<file path="config.mk">
export PLATFORM = sky130hd
export DESIGN_NAME = cache_ctrl
export DESIGN_NICKNAME = d
export VERILOG_FILES = /design/src/rtl/cache_types_pkg.sv /design/src/rtl/cache_ctrl_fsm.sv /design/src/rtl/cache_ctrl.sv
export SDC_FILE = /design/constraint.sdc
export NUM_CORES = 1
export LEC_CHECK = 0
export CAP_MARGIN = 20
export CORE_AREA = 5 5 483 485
export DETAILED_ROUTE_END_ITERATION = 7
export DIE_AREA = 0 0 488 490
export RECOVER_POWER = 100
export SETUP_SLACK_MARGIN = 0.5
export SYNTH_ARGS = -nofsm -noshare
export SYNTH_HDL_FRONTEND = slang
export SYNTH_SLANG_ARGS = --single-unit
</file>
<file path="constraint.sdc">
create_clock -name clk -period 32.9 [get_ports clk]
set_input_delay 6.58 -clock clk [delete_from_list [all_inputs] [get_ports clk]]
set_output_delay 6.58 -clock clk [all_outputs]
set_load 0.01 [all_outputs]
</file>
<file path="src/rtl/cache_types_pkg.sv">
// Shared field widths, line geometry and controller state encoding for the
// direct-mapped cache controller.
package cache_types_pkg;

   localparam int ADDR_W     = 32;
   localparam int TAG_W      = 23;
   localparam int SET_W      = 4;
   localparam int WORD_W     = 3;
   localparam int OFFSET_W   = 5;
   localparam int NUM_SETS   = 16;
   localparam int LINE_W     = 256;
   localparam int LINE_BYTES = LINE_W / 8;

   typedef enum logic [2:0] {
      IDLE,
      COMPARE,
      WRITEBACK,
      ALLOCATE,
      STALL
   } cache_state_t;

   // Turns a per-byte enable into a per-bit mask over a whole line.
   function automatic logic [LINE_W-1:0] expandMask(input logic [LINE_BYTES-1:0] byteMask);
      logic [LINE_W-1:0] bits;
      bits = '0;
      for (int i = 0; i < LINE_BYTES; i++) begin
         bits[i*8 +: 8] = {8{byteMask[i]}};
      end
      return bits;
   endfunction

endpackage

</file>
<file path="src/rtl/cache_ctrl_fsm.sv">
// State register and next-state logic of the cache controller; all
// datapath and SRAM/memory muxing is done by the parent.
module cache_ctrl_fsm
   import cache_types_pkg::*;
(
   input  logic         clk,
   input  logic         rst,
   input  logic         i_request,
   input  logic         i_hit,
   input  logic         i_dirtyMiss,
   input  logic         i_memResp,
   output cache_state_t o_state
);

   cache_state_t r_state;
   cache_state_t w_nextState;

   always_ff @(posedge clk) begin
      if (rst) begin
         r_state <= IDLE;
      end else begin
         r_state <= w_nextState;
      end
   end

   always_comb begin
      w_nextState = r_state;
      case (r_state)
         IDLE:      if (i_request) w_nextState = COMPARE;
         COMPARE: begin
            if (i_hit) begin
               w_nextState = IDLE;
            end else if (i_dirtyMiss) begin
               w_nextState = WRITEBACK;
            end else begin
               w_nextState = ALLOCATE;
            end
         end
         WRITEBACK: if (i_memResp) w_nextState = ALLOCATE;
         ALLOCATE:  if (i_memResp) w_nextState = STALL;
         STALL:     w_nextState = COMPARE;
         default:   w_nextState = IDLE;
      endcase
   end

   assign o_state = r_state;

endmodule

</file>
<file path="src/rtl/cache_ctrl.sv">
// Direct-mapped, write-back, write-allocate cache controller: 16 sets of
// 32-byte lines, tag/data held in external SRAMs, valid/dirty in flops.
module cache_ctrl
   import cache_types_pkg::*;
(
   input  logic                  clk,
   input  logic                  rst,
   input  logic [ADDR_W-1:0]     ufp_addr,
   input  logic [3:0]            ufp_rmask,
   input  logic [3:0]            ufp_wmask,
   input  logic [31:0]           ufp_wdata,
   output logic [31:0]           ufp_rdata,
   output logic                  ufp_resp,
   output logic [ADDR_W-1:0]     dfp_addr,
   output logic                  dfp_read,
   output logic                  dfp_write,
   output logic [LINE_W-1:0]     dfp_wdata,
   input  logic [LINE_W-1:0]     dfp_rdata,
   input  logic                  dfp_resp,
   output logic                  tag_csb,
   output logic                  tag_web,
   output logic [SET_W-1:0]      tag_addr,
   output logic [TAG_W-1:0]      tag_din,
   input  logic [TAG_W-1:0]      tag_dout,
   output logic                  data_csb,
   output logic                  data_web,
   output logic [SET_W-1:0]      data_addr,
   output logic [LINE_BYTES-1:0] data_wmask,
   output logic [LINE_W-1:0]     data_din,
   input  logic [LINE_W-1:0]     data_dout
);

   cache_state_t          w_state;
   logic [TAG_W-1:0]      w_tag;
   logic [SET_W-1:0]      w_set;
   logic [WORD_W-1:0]     w_word;
   logic [1:0]            w_unusedBits;
   logic                  w_request;
   logic                  w_isWrite;
   logic                  w_hit;
   logic                  w_dirtyMiss;
   logic [TAG_W-1:0]      w_tagEff;
   logic [LINE_W-1:0]     w_line;
   logic                  w_readIssue;
   logic                  w_dataWrite;
   logic                  w_tagWrite;

   logic [NUM_SETS-1:0]   r_valid;
   logic [NUM_SETS-1:0]   r_dirty;
   logic                  r_wrValid;
   logic                  r_tagWrValid;
   logic [SET_W-1:0]      r_wrSet;
   logic [LINE_BYTES-1:0] r_wrMask;
   logic [LINE_W-1:0]     r_wrData;
   logic [TAG_W-1:0]      r_wrTag;
   logic                  r_dataBypass;
   logic                  r_tagBypass;

   assign w_tag        = ufp_addr[31:9];
   assign w_set        = ufp_addr[8:5];
   assign w_word       = ufp_addr[4:2];
   assign w_unusedBits = ufp_addr[1:0];
   assign w_request    = (ufp_rmask | ufp_wmask) != 4'b0000;
   assign w_isWrite    = ufp_wmask != 4'b0000;

   // A lookup issued the cycle after an SRAM write may see pre-write contents,
   // so the last written tag/line is merged over what the SRAM returns.
   assign w_tagEff    = r_tagBypass ? r_wrTag : tag_dout;
   assign w_line      = r_dataBypass ? ((data_dout & ~expandMask(r_wrMask)) | (r_wrData & expandMask(r_wrMask)))
                                     : data_dout;
   assign w_hit       = r_valid[w_set] && (w_tagEff == w_tag);
   assign w_dirtyMiss = r_valid[w_set] && r_dirty[w_set];
   assign ufp_rdata   = w_line[{w_word, 5'b00000} +: 32];

   cache_ctrl_fsm u_fsm (
      .clk         (clk),
      .rst         (rst),
      .i_request   (w_request),
      .i_hit       (w_hit),
      .i_dirtyMiss (w_dirtyMiss),
      .i_memResp   (dfp_resp),
      .o_state     (w_state)
   );

   always_comb begin
      ufp_resp   = 1'b0;
      dfp_addr   = '0;
      dfp_read   = 1'b0;
      dfp_write  = 1'b0;
      dfp_wdata  = '0;
      tag_csb    = 1'b1;
      tag_web    = 1'b1;
      tag_addr   = w_set;
      tag_din    = w_tag;
      data_csb   = 1'b1;
      data_web   = 1'b1;
      data_addr  = w_set;
      data_wmask = '0;
      data_din   = {8{ufp_wdata}};
      if (!rst) begin
         case (w_state)
            IDLE: begin
               if (w_request) begin
                  tag_csb  = 1'b0;
                  data_csb = 1'b0;
               end
            end
            COMPARE: begin
               if (w_hit) begin
                  ufp_resp = 1'b1;
                  if (w_isWrite) begin
                     data_csb   = 1'b0;
                     data_web   = 1'b0;
                     data_wmask = LINE_BYTES'(ufp_wmask) << {w_word, 2'b00};
                  end
               end
            end
            WRITEBACK: begin
               dfp_write = 1'b1;
               dfp_addr  = {w_tagEff, w_set, 5'b00000};
               dfp_wdata = w_line;
            end
            ALLOCATE: begin
               dfp_read = 1'b1;
               dfp_addr = {w_tag, w_set, 5'b00000};
               if (dfp_resp) begin
                  tag_csb    = 1'b0;
                  tag_web    = 1'b0;
                  data_csb   = 1'b0;
                  data_web   = 1'b0;
                  data_wmask = '1;
                  data_din   = dfp_rdata;
               end
            end
            STALL: begin
               tag_csb  = 1'b0;
               data_csb = 1'b0;
            end
            default: begin
            end
         endcase
      end
   end

   assign w_readIssue = !tag_csb && tag_web;
   assign w_dataWrite = !data_csb && !data_web;
   assign w_tagWrite  = !tag_csb && !tag_web;

   always_ff @(posedge clk) begin
      if (rst) begin
         r_valid      <= '0;
         r_dirty      <= '0;
         r_wrValid    <= 1'b0;
         r_tagWrValid <= 1'b0;
         r_dataBypass <= 1'b0;
         r_tagBypass  <= 1'b0;
      end else begin
         if (w_state == ALLOCATE && dfp_resp) begin
            r_valid[w_set] <= 1'b1;
            r_dirty[w_set] <= 1'b0;
         end else if (w_state == WRITEBACK && dfp_resp) begin
            r_dirty[w_set] <= 1'b0;
         end else if (w_dataWrite) begin
            r_dirty[w_set] <= 1'b1;
         end
         r_wrValid    <= w_dataWrite;
         r_tagWrValid <= w_tagWrite;
         if (w_readIssue) begin
            r_dataBypass <= r_wrValid && (r_wrSet == w_set);
            r_tagBypass  <= r_tagWrValid && (r_wrSet == w_set);
         end
      end
   end

   always_ff @(posedge clk) begin
      if (w_dataWrite) begin
         r_wrSet  <= data_addr;
         r_wrMask <= data_wmask;
         r_wrData <= data_din;
      end
      if (w_tagWrite) begin
         r_wrTag <= tag_din;
      end
   end

endmodule

</file>
==> run summary <==
The count of nets left with antenna violations once routing finished came out at 0. For the worst setup path, the data required time is roughly 26,000 ps. The number of distinct library cells after synthesis is 38. In this run the worst hold path is classified as reg2reg. The total power per unit cell area came out at 45.24 mW/mm². The final reports fail on capacitance limit, slew limit. The floorplan die area came out at approximately 0.24 mm². The startpoint identified for the worst register-to-register timing path is u_fsm.o_state[1]. The critical-path maximum fanout came out at 78. The final weighted congestion in routability-driven placement is 0.8837. In this design, the critical path's most frequently occurring cell is sky130_fd_sc_hd__clkbuf_1.

The number of filler instances in the final layout came out at 25,390. The post-layout minimum cycle time is ~23,000 ps. The synthesized area came out at 0.02085 mm².

The post-CTS setup repair buffer count came out at 0. The multiplexer area fraction after synthesis is 23.48%. The CTS tree is yes. In this run the standard cell core region covers ~0.23 mm². The most used flip-flop cell after synthesis is sky130_fd_sc_hd__edfxtp_1. The count of maximum capacitance violations is 23. The average cell area after synthesis is 11.40 µm². The number of port buffers is 1,248. The x dimension of the die came out at 488 µm. The delay contributed by the slowest stage of the critical path came out at slightly above 3000 ps. The number of ports placed on the die boundary came out at ~1,300. The switching share of power came out at 36.50%. The cell sitting at the root of the clock tree is a sky130_fd_sc_hd__clkbuf_16.

The startpoint identified for the worst hold timing path is r_valid[14]. The number of warnings reported in the yosys synthesis log came out at 0. Of the total power, the clock network draws 35.2%. The number of flops mapped to enable cells by yosys came out at 315.

The XOR/XNOR share of the synthesized area is 1.134%. The number of failing hold endpoints at the final stage was 0. On the final layout, the worst clock skew is approximately 58 ps.

The setup TNS after final layout came out at 0 ps. The arrival time at the worst endpoint came out at 16,540 ps. The number of nets at the end of the flow is ~3,600. Counting the buffers created by CTS gives 53. The tree built by TritonCTS fans out to 354 sinks. The tightest hold margin is 464.4 ps. The maximum ir drop on the vdd rail is ~0.000044 V.

The critical path is of the in2out type. STA classifies the critical path endpoint as a primary output. The nature of the critical path startpoint is an input port. Traced cell by cell, the critical path runs through buf_2 > clkbuf_1 > nor3b_1 > nand2b_1 > clkbuf_1 > clkbuf_1 > nor2_1 > dlygate4sd3_1. The initial antenna violation count is 154. The signed area change from the synthesized netlist to the final layout came out at 84.34%.

Counting every instance in the synthesized netlist gives 1,829. In this run the worst setup path begins at rst. The clock transition at the registers of the reported paths came out at roughly 60 ps. The number of hold-repair buffers added at the cts stage came out at 0. Setup repair after global routing left no endpoint under its margin. The internal power summed over all cells is approximately 1.1 mW. The transition at the pin with the smallest max-transition slack is 7403 ps. Synthesis inferred ~350 register bits.

The via density per instance came out at around 3.7. The total via count in the routed design came out at approximately 22,000. The H-tree level count came out at 2. After synthesis, the largest family of logic cells by area is multiplexers. The final routed wirelength across all metal layers is around 230,000 µm. The via count of the first global-routing pass is around 22,000.

In this run the core area contains between 150 and 200 standard-cell rows. The standby leakage power is around 16 nW. Summed over all nets, the switching power comes to around 630 µW.

Entering global routing, the biggest net connects about 120 pins. The count of buffering cells on the critical path with inverters included is 5. The simple-gate share of the synthesized area came out at 10.22%. The global-route wire length before repair came out at about 280,000 µm.

The synthesized-area fraction occupied by adder cells came out at 0%. After detailed routing, the average wire length per cell comes to roughly 37 µm. The combinational cell fraction of total power came out at 34.3%. The part of the Yosys area used for sequential elements is roughly half.

The first routing iteration left 2,234 violations. The maximum clock path buffer count is 3. The vertical extent of the die came out at approximately 490 µm.

The total setup violations reported at the end of the flow came out at 0. The highest clock frequency the design can meet is ~0.043 GHz. The total iterations of the first detailed-routing run is 5. The share of total power in sequential cells came out at a little under a third. The synthesized-area fraction occupied by ao, oa, aoi and oai cells is 11.88%.

The post-synthesis async set-or-reset flop share is 0%. For this design, the slowest cell found on the critical path is sky130_fd_sc_hd__clkbuf_1. The wire-length estimate of the detail-placed layout is about 200,000 µm. The sum of overflow across all layers after global routing came out at 0. The final-report max-slew violation count is between 1,000 and 1,500. Among cell families on the critical path, the largest total delay comes from buffers and inverters. The fraction of the cycle the final worst path needs came out at approximately 70%.

The headroom to the max-slew limit came out at -393.5%. For this configuration, the core starts out at a cell density of 9.112%. The later pin in the worst-skew pair is clocked with a latency of around 720 ps. The quantity of gates resized following cts is 0. Global routing used between 10% and 20% of the available tracks.

Of the cells placed in the final design, the portion with a size suffix greater than 1 is under 10%. The run finished, with violations left. The number of design rule violations left after detail routing is 0.
## power groups by stage
| stage | clock network (mW) | logic [mW] | registers (mW) |
|---|---|---|---|
| floorplan | 0 | 0.199 | 0.553 |
| global placement | 0 | 0.628 | 0.536 |
| detailed placement | 0 | 0.627 | 0.537 |
| CTS | 0.638 | 0.631 | 0.527 |
| global route | 0.647 | 0.620 | 0.533 |
| finish | 0.611 | 0.596 | 0.531 |
## worst paths after layout
| path | to | slack, ps | cells after the start |
|---|---|---|---|
| setup / recovery | dfp_wdata[5] | 9780 | 8 |
| hold / removal | r_valid[14] | 460 | 2 |
| hold reg to reg | r_valid[14] | 460 | 2 |
| setup reg to reg | r_wrData[172] | 18140 | 7 |
## final cells by class
type                    count  area, µm²  share of cell area [%]
multi-input cells        1291       9782                   25.45
flip-flops and latches    354      10240                   26.65
well taps                3026       3786                   9.851
diodes                     25      62.56                  0.1628
clock inverters            36      412.9                   1.074
repair buffers           1301      12790                   33.28
clock buffers              58       1345                   3.500
inverters                   3      12.51                 0.03256
## cell families (layout without fill, tap and decap cells)
| group | after synthesis | in the layout |
|---|---|---|
| multiplexers | 399 | 399 |
| flip-flops | 354 | 354 |
| AND/OR/NAND/NOR | 499 | 499 |
| XOR/XNOR | 27 | 27 |
| buffers and inverters | 188 | 1398 |
| AO/OA/AOI/OAI | 361 | 361 |
| other | 1 | 30 |
## sequential cells by signal (all words and copies together) (netlist names), named ones only
signal and flops:
r_tagBypass 1, r_valid 16, r_wrTag 23, u_fsm.o_state 3
r_wrSet 4, r_tagWrValid 1, r_wrData 256, r_wrMask 32
r_dataBypass 1, r_wrValid 1
## through the flow
| stage | setup WS (ps) | total power, mW | instances | util, % | cell area (µm²) |
|---|---|---|---|---|---|
| 2_1_floorplan | 3533 | 0.7511 | 1833 | - | 20860 |
| 3_3_place_gp | 14910 | 1.164 | 5974 | 16.06 | 36740 |
| 3_5_place_dp | 15190 | 1.164 | 5974 | 16.06 | 36740 |
| 4_1_cts | 15160 | 1.797 | 6068 | 16.83 | 38500 |
| 5_1_grt | 8944 | 1.800 | 6078 | 16.78 | 38390 |
| 6_report | 9782 | 1.739 | 6094 | 16.80 | 38430 |
## cell usage in the layout (no fill, tap or decap), types with 6 or more instances in the layout
cell type                         synthesis  routed
sky130_fd_sc_hd__dlygate4sd3_1            0     642
sky130_fd_sc_hd__clkdlybuf4s50_1          0     602
sky130_fd_sc_hd__mux2i_1                327     327
sky130_fd_sc_hd__edfxtp_1               315     315
sky130_fd_sc_hd__nor2_1                 288     288
sky130_fd_sc_hd__a21o_1                 257     257
sky130_fd_sc_hd__nand2_1                109     108
sky130_fd_sc_hd__mux4_2                  72      72
sky130_fd_sc_hd__o21ai_0                 58      58
sky130_fd_sc_hd__clkbuf_16                0      53
sky130_fd_sc_hd__dfxtp_1                 39      38
sky130_fd_sc_hd__a21oi_1                 37      37
sky130_fd_sc_hd__buf_4                   36      30
sky130_fd_sc_hd__clkbuf_1               123      29
sky130_fd_sc_hd__and2_1                  42      28
sky130_fd_sc_hd__diode_2                  0      25
sky130_fd_sc_hd__nand2b_1                20      20
sky130_fd_sc_hd__xnor2_1                 15      15
sky130_fd_sc_hd__and2_0                   0      14
sky130_fd_sc_hd__xor2_1                  12      12
sky130_fd_sc_hd__clkinv_1                 0      11
sky130_fd_sc_hd__clkinvlp_4               0       8
sky130_fd_sc_hd__nor3b_1                  7       6
sky130_fd_sc_hd__bufinv_16                0       6
## Yosys cell counts (7+ instances only)
cell type / instances / area, µm²
sky130_fd_sc_hd__xor2_1: 12 / 105.1
sky130_fd_sc_hd__buf_2: 8 / 40.04
sky130_fd_sc_hd__nand2_1: 109 / 409.1
sky130_fd_sc_hd__a21o_1: 257 / 1929
sky130_fd_sc_hd__nor2_1: 288 / 1081
sky130_fd_sc_hd__nand2b_1: 20 / 125.1
sky130_fd_sc_hd__mux4_2: 72 / 1622
sky130_fd_sc_hd__a21oi_1: 37 / 185.2
sky130_fd_sc_hd__buf_1: 16 / 60.06
sky130_fd_sc_hd__o21ai_0: 58 / 290.3
sky130_fd_sc_hd__edfxtp_1: 315 / 9459
sky130_fd_sc_hd__clkbuf_1: 123 / 461.7
sky130_fd_sc_hd__and2_1: 42 / 262.8
sky130_fd_sc_hd__mux2i_1: 327 / 3273
sky130_fd_sc_hd__buf_4: 36 / 270.3
sky130_fd_sc_hd__dfxtp_1: 39 / 780.8
sky130_fd_sc_hd__nor3b_1: 7 / 52.55
sky130_fd_sc_hd__xnor2_1: 15 / 131.4
## worst register-to-register path, delay by kind of cell, from the launching register on
kind	cells	cell delay, ps
and+or+nand+nor	2	970
buffers and inverters	4	11160
DFF	1	550
AOI/OAI and AO/OA	1	1170
## metal layers
layer,part of all wire (%),up-vias,track usage (%)
li1,-,9059,-
met1,39,11091,21.15
met2,44,1652,28.67
met3,13,381,9.432
met4,3.3,114,5.097
met5,0.33,-,0
No activity file was read; power rests on OpenSTA's default activity.
